[config.mk]
export PLATFORM = sky130hd
export DESIGN_NAME = mem_stage_ctrl_flat
export DESIGN_NICKNAME = d
export VERILOG_FILES = /design/src/rtl/cpu_types_pkg.sv /design/src/rtl/mem_stage_ctrl_if.sv /design/src/rtl/link_reg.sv /design/src/rtl/mem_stage_ctrl.sv /design/src/flat_wrapper.sv
export SDC_FILE = /design/constraint.sdc
export NUM_CORES = 1
export LEC_CHECK = 0
export CELL_PAD_IN_SITES_DETAIL_PLACEMENT = 0
export CELL_PAD_IN_SITES_GLOBAL_PLACEMENT = 1
export CORE_ASPECT_RATIO = 1.1
export CORE_UTILIZATION = 25
export CTS_BUF_LIST = sky130_fd_sc_hd__clkbuf_4 sky130_fd_sc_hd__clkbuf_8
export DETAILED_ROUTE_END_ITERATION = 12
export DONT_BUFFER_PORTS = 1
export PLACE_DENSITY_LB_ADDON = 0.2
export SYNTH_ARGS = -nofsm -noshare
export SYNTH_HDL_FRONTEND = slang
export SYNTH_SLANG_ARGS = --single-unit
[constraint.sdc]
create_clock -name CLK -period 2.4 [get_ports CLK]
set_input_delay 0.12 -clock CLK [delete_from_list [all_inputs] [get_ports CLK]]
set_output_delay 0.12 -clock CLK [all_outputs]
set_load 0.03 [all_outputs]
[src/rtl/cpu_types_pkg.sv]
// Shared CPU types: the data word and the memory-stage controller states.
// The LLSC_EN build option (see mem_stage_ctrl.sv) adds nothing here.
package cpu_types_pkg;

  typedef logic [31:0] word_t;

  typedef enum logic [1:0] {
    IDLE,
    WAIT,
    DONE
  } memctl_state_t;

endpackage

[src/rtl/mem_stage_ctrl_if.sv]
// Data-cache request/response bus between the MEM stage (master) and the dcache (slave).
interface mem_stage_ctrl_if;
  import cpu_types_pkg::*;

  logic  dmemREN;
  logic  dmemWEN;
  word_t dmemaddr;
  word_t dmemstore;
  logic  dhit;
  word_t dmemload;

  modport master (
    output dmemREN, dmemWEN, dmemaddr, dmemstore,
    input  dhit, dmemload
  );

  modport slave (
    input  dmemREN, dmemWEN, dmemaddr, dmemstore,
    output dhit, dmemload
  );

endinterface

[src/rtl/link_reg.sv]
// LL/SC link register: holds the linked address, reports a match for the current
// instruction, and drops the link on SC, a store to the linked word, or a snoop hit.
module link_reg
  import cpu_types_pkg::*;
(
  input  logic  CLK,
  input  logic  RST,
  input  word_t addr,
  input  logic  ll_adv,
  input  logic  sc_adv,
  input  logic  st_adv,
  input  logic  snoop_inv,
  input  word_t snoop_addr,
  output logic  match
);

  logic  link_valid;
  word_t link_addr;

  // A new link takes priority over a same-cycle snoop invalidate.
  always_ff @(posedge CLK) begin
    if (RST) begin
      link_valid <= 1'b0;
      link_addr  <= '0;
    end else if (ll_adv) begin
      link_valid <= 1'b1;
      link_addr  <= addr;
    end else if (sc_adv
                 || (st_adv && addr == link_addr)
                 || (snoop_inv && snoop_addr == link_addr)) begin
      link_valid <= 1'b0;
    end
  end

  assign match = link_valid && (addr == link_addr);

endmodule

[src/rtl/mem_stage_ctrl.sv]
// MEM-stage controller: issues the dcache access for EX/MEM, buffers load data while
// the pipe is frozen, drives MEM/WB enable/flush, halt tracking and a stall counter.
// Define LLSC_EN to build the LL/SC link register; otherwise LL/SC act as load/store.
module mem_stage_ctrl
  import cpu_types_pkg::*;
#(
  parameter int unsigned CNT_W = 16
) (
  input  logic                 CLK,
  input  logic                 RST,
  input  logic                 exmem_valid,
  input  logic                 dren_in,
  input  logic                 dwen_in,
  input  logic                 ll_in,
  input  logic                 sc_in,
  input  logic                 halt_in,
  input  word_t                addr_in,
  input  word_t                store_in,
  input  logic                 ext_stall,
  mem_stage_ctrl_if.master     dcif,
  input  logic                 snoop_inv,
  input  word_t                snoop_addr,
  output word_t                dmemload_out,
  output logic                 sc_result,
  output logic                 mem_stall,
  output logic                 memwb_enable,
  output logic                 memwb_flush,
  output logic                 halt_seen,
  output logic [CNT_W-1:0]     stall_cnt
);

  memctl_state_t state, next_state;
  word_t         load_buf;
  logic          req;
  logic          mem_req;
  logic          advance;

  assign req = exmem_valid && (dren_in || dwen_in) && !halt_seen;

`ifdef LLSC_EN
  logic link_ok;

  link_reg u_link_reg (
    .CLK        (CLK),
    .RST        (RST),
    .addr       (addr_in),
    .ll_adv     (advance && ll_in),
    .sc_adv     (advance && sc_in),
    .st_adv     (advance && dwen_in && !sc_in),
    .snoop_inv  (snoop_inv),
    .snoop_addr (snoop_addr),
    .match      (link_ok)
  );

  // A failed SC never reaches the cache, so it costs no stall cycles.
  assign mem_req   = req && !(sc_in && !link_ok);
  assign sc_result = link_ok;
`else
  logic unused_llsc;

  assign unused_llsc = ^{ll_in, sc_in, snoop_inv, snoop_addr};
  assign mem_req     = req;
  assign sc_result   = 1'b1;
`endif

  assign dcif.dmemaddr  = addr_in;
  assign dcif.dmemstore = store_in;
  assign memwb_enable   = !ext_stall;
  assign memwb_flush    = mem_stall && !ext_stall;
  assign advance        = exmem_valid && !mem_stall && !ext_stall;

  always_comb begin
    next_state    = state;
    dcif.dmemREN  = 1'b0;
    dcif.dmemWEN  = 1'b0;
    mem_stall     = 1'b0;
    dmemload_out  = dcif.dmemload;
    unique case (state)
      IDLE, WAIT: begin
        dcif.dmemREN = mem_req && dren_in;
        dcif.dmemWEN = mem_req && dwen_in;
        mem_stall    = mem_req && !dcif.dhit;
        if (mem_req && dcif.dhit) next_state = ext_stall ? DONE : IDLE;
        else if (mem_req)         next_state = WAIT;
      end
      DONE: begin
        dmemload_out = load_buf;
        if (!ext_stall) next_state = IDLE;
      end
      default: next_state = IDLE;
    endcase
  end

  always_ff @(posedge CLK) begin
    if (RST) begin
      state     <= IDLE;
      load_buf  <= '0;
      halt_seen <= 1'b0;
      stall_cnt <= '0;
    end else begin
      state <= next_state;
      if (state != DONE && mem_req && dcif.dhit && ext_stall) load_buf <= dcif.dmemload;
      if (advance && halt_in) halt_seen <= 1'b1;
      if (mem_stall && stall_cnt != '1) stall_cnt <= stall_cnt + CNT_W'(1);
    end
  end

endmodule

[src/flat_wrapper.sv]
// flat-port wrapper written by rule: the top's interface ports become plain ports
module mem_stage_ctrl_flat import cpu_types_pkg::*;
#(
  parameter int unsigned CNT_W = 16
)
  (CLK, RST, exmem_valid, dren_in, dwen_in, ll_in, sc_in, halt_in, addr_in, store_in, ext_stall, snoop_inv, snoop_addr, dmemload_out, sc_result, mem_stall, memwb_enable, memwb_flush, halt_seen, stall_cnt, dcif_dmemREN, dcif_dmemWEN, dcif_dmemaddr, dcif_dmemstore, dcif_dhit, dcif_dmemload);
  mem_stage_ctrl_if dcif_i ();
  input  logic CLK;
  input  logic RST;
  input  logic exmem_valid;
  input  logic dren_in;
  input  logic dwen_in;
  input  logic ll_in;
  input  logic sc_in;
  input  logic halt_in;
  input  word_t addr_in;
  input  word_t store_in;
  input  logic ext_stall;
  input  logic snoop_inv;
  input  word_t snoop_addr;
  output word_t dmemload_out;
  output logic sc_result;
  output logic mem_stall;
  output logic memwb_enable;
  output logic memwb_flush;
  output logic halt_seen;
  output logic [CNT_W-1:0] stall_cnt;
  output wire logic [$bits(dcif_i.dmemREN)-1:0] dcif_dmemREN;
  output wire logic [$bits(dcif_i.dmemWEN)-1:0] dcif_dmemWEN;
  output wire logic [$bits(dcif_i.dmemaddr)-1:0] dcif_dmemaddr;
  output wire logic [$bits(dcif_i.dmemstore)-1:0] dcif_dmemstore;
  input wire logic [$bits(dcif_i.dhit)-1:0] dcif_dhit;
  input wire logic [$bits(dcif_i.dmemload)-1:0] dcif_dmemload;
  assign dcif_dmemREN = dcif_i.dmemREN;
  assign dcif_dmemWEN = dcif_i.dmemWEN;
  assign dcif_dmemaddr = dcif_i.dmemaddr;
  assign dcif_dmemstore = dcif_i.dmemstore;
  assign dcif_i.dhit = dcif_dhit;
  assign dcif_i.dmemload = dcif_dmemload;
  mem_stage_ctrl #(.CNT_W(CNT_W)) u_core (.CLK(CLK), .RST(RST), .exmem_valid(exmem_valid), .dren_in(dren_in), .dwen_in(dwen_in), .ll_in(ll_in), .sc_in(sc_in), .halt_in(halt_in), .addr_in(addr_in), .store_in(store_in), .ext_stall(ext_stall), .dcif(dcif_i), .snoop_inv(snoop_inv), .snoop_addr(snoop_addr), .dmemload_out(dmemload_out), .sc_result(sc_result), .mem_stall(mem_stall), .memwb_enable(memwb_enable), .memwb_flush(memwb_flush), .halt_seen(halt_seen), .stall_cnt(stall_cnt));
endmodule
==> metrics.cfg <==
[outcome]
status = finished, final reports clean

[power]
p_int_mw = 1.312
combPwrFrac_pct = 15.6
power.share.sequential_pct = 48.2
power_leakage_nw = 1.147
p_switching_mw = 0.5061
total_power_mw = 1.818
p_clk_share_pct = 36.2
peakVddDrop_mv = 0.2969
powerDensity_nw_per_um2 = 543.0
p_sw_share_pct = 27.83

[routing]
drtIter0Drc = 97
wl_per_cell_um = 15.55
wirelength_um = 7852
drc = 0
num_vias = 2407
first_pass_iters = 4
viasPerCell = 4.766
ant_nets = 0

[worst_setup_path]
cp.arrival_ps = 2510
r2r-start = u_core.halt_seen$_SDFFE_PP0P_
rrSetupSlack_ps = 110
reg2reg_to = u_core.halt_seen$_SDFFE_PP0P_
crit_path_start_kind = register
crit_path_top_delay_cell = or4_1
r2r_cells = 6
crit_end = u_core.halt_seen$_SDFFE_PP0P_
path_max_fanout = 11
criticalPathCategory = reg -> reg
max_stage_delay_ps = 650
crit_path_cell_trace = nand2b_4 > or4_1 > buf_4 > a41oi_1 > dlygate4sd3_1 > nor2_1
cp.required_ps = 2620
startpoint = u_core.halt_seen$_SDFFE_PP0P_
cp-end-kind = register

[layout]
drive_gt1_share_pct = 21.69
area_growth_pct = 10.26
fin_nets = 494
layout.cells.most_common = nand2_1
diodes = 0
fill_cells = 1273
mostFrequentLayoutCells = nand2_1 (68), dfxtp_1 (51), a21oi_1 (40)

[placement]
place.gp.congestion = 0.7429
io_buffers = 0
dpl.hpwl_um = 4976
pre_cts_ws_ps = 324.0

[sta]
drv_slew = 0
finalCritPeriodShare_pct = 95.50
rsz0062_at_grt = false
tns_ps = 0
worst_slew_pin_slew_ps = 758.9
fmax_mhz = 436.3
setup_slack_ps = 108.1
hold_slack_ps = 28.15
final_hold_viol_count = 0
fin_worst_skew_ps = 5.318
setup_violations = 0
min_period_ps = 2292
relSlewSlack_pct = 49.41

[min_path]
hold_depth = 2
hp-class = in -> reg

[logic_synthesis]
ys_async_sr_fraction_pct = 0
ys_seq_area_share_pct = 33.62
synth_cells = 371
synthesis.nets = 511
synth-seq-cells = 51
synth.distinct_cells = 43
ys.flop_type = dfxtp_1
synth_warnings = 0
syn_area_um2 = 3037
synth_area_per_cell_um2 = 8.185
synth_edf_count = 0

[global_routing]
grt_overflow = 0
grt_start_max_net_pins = 48
grt_first_pass_wirelength_um = 12540
track_usage_pct = 12.76
antenna_found_initial = 0
grt_pass1_vias = 2349

[die]
placementRows = 41
die_height_um = 117.6
ioPinCount = 258
initial_core_util_pct = 26.08
die_w_um = 107.1
die_area_um2 = 12590
design.core.area_um2 = 11640

[clocking]
clk_pin_slew_ps = 100
postCtsSetupBuffers = 0
cts_made_buffers = 5
clock_path_buffers = 2
cts_tree = done
insertion_delay_ps = 320
htreeDepth = 2
clockRootBuffer = clkbuf_8
clock-sinks = 51

[flow_run]
max-cap-violations = 0

worst max-delay path: cells and delay by family (launching register included):
family          cells  cell delay, ps
compound gates      1             190
buf+inv             2             790
flops               1             320
simple gates        3             880
how the worst min path moves through the flow:
stage	startpoint	endpoint	slack, ps
floorplan	dcif_dhit	u_core.state[0]$_SDFFE_PP0P_	230
global placement	RST	u_core.stall_cnt[11]$_SDFFE_PP0P_	200
detailed placement	RST	u_core.stall_cnt[9]$_SDFFE_PP0P_	200
CTS	RST	u_core.stall_cnt[14]$_SDFFE_PP0P_	0.5
global route	RST	u_core.stall_cnt[14]$_SDFFE_PP0P_	30
finish	RST	u_core.stall_cnt[8]$_SDFFE_PP0P_	30
power by group through the flow:
stage               clock network [mW]  registers [mW]  logic (mW)
global placement                     0           0.895       0.217
finish                           0.659           0.876       0.283
CTS                              0.703           0.876       0.287
detailed placement                   0           0.896       0.217
floorplan                            0           0.898       0.397
global route                     0.726           0.879       0.303
sequential cells by signal, summed over array words and instances (netlist names):
name,flops
u_core.load_buf,32
u_core.stall_cnt,16
u_core.state,2
u_core.halt_seen,1
synth_stat cells (4+ instances only):
| library cell | number | area (um2) |
|---|---|---|
| or4_1 | 6 | 45.04 |
| o21ai_0 | 4 | 20.02 |
| clkbuf_1 | 14 | 52.55 |
| o31ai_1 | 5 | 37.54 |
| inv_1 | 4 | 15.01 |
| nand4_1 | 5 | 31.28 |
| nor2_1 | 16 | 60.06 |
| nand3_1 | 4 | 20.02 |
| nor4b_1 | 4 | 35.03 |
| dfxtp_1 | 51 | 1021 |
| nand2_1 | 68 | 255.2 |
| buf_4 | 65 | 488.0 |
| mux2_2 | 36 | 405.4 |
| nor4_1 | 5 | 31.28 |
| nor2b_1 | 4 | 25.02 |
| a21oi_1 | 40 | 200.2 |
area by class of cell:
cell class | instances | area [um2] | share of cell area, %
clock buffers | 6 | 82.58 | 2.466
clock inverters | 2 | 35.03 | 1.046
inverters | 4 | 15.01 | 0.4484
multi-input cells | 230 | 1431 | 42.75
flip-flops and latches | 51 | 1021 | 30.49
well taps | 150 | 187.7 | 5.605
repair buffers | 62 | 575.6 | 17.19
kinds of logic (layout without fill, tap and decap cells):
logic type	count (synthesis)	after routing	share of synthesized area, %
mux	36	36	13.35
buf+inv	90	74	19.53
flops	51	51	33.62
other cells	1	1	0.1235
fa+ha+maj	1	1	0.4120
compound gates	59	59	11.04
simple gates	133	133	21.92
metrics by stage:
stage | cell area [um2] | cells | utilization [%]
floorplan | 3037 | 371 | -
global placement | 2843 | 460 | 24.41
detailed placement | 2843 | 460 | 24.41
CTS | 3348 | 505 | 28.75
global route | 3348 | 505 | 28.75
finish | 3348 | 505 | 28.75
routing by layer:
| layer | track usage, % | wire length (um) | vias to the layer above |
|---|---|---|---|
| li1 | - | - | 1177 |
| met2 | 20.56 | 3633 | 92 |
| met4 | 5.308 | 161 | 0 |
| met3 | 4.540 | 630 | 19 |
| met1 | 15.23 | 3425 | 1119 |
| met5 | 0 | 0 | - |
timing repair:
item                                   CTS  global route
gates resized for setup                  0             0
hold buffers                            37             0
endpoints found under the hold margin   47             0
Note: power is estimated with default switching activity, not from simulation.
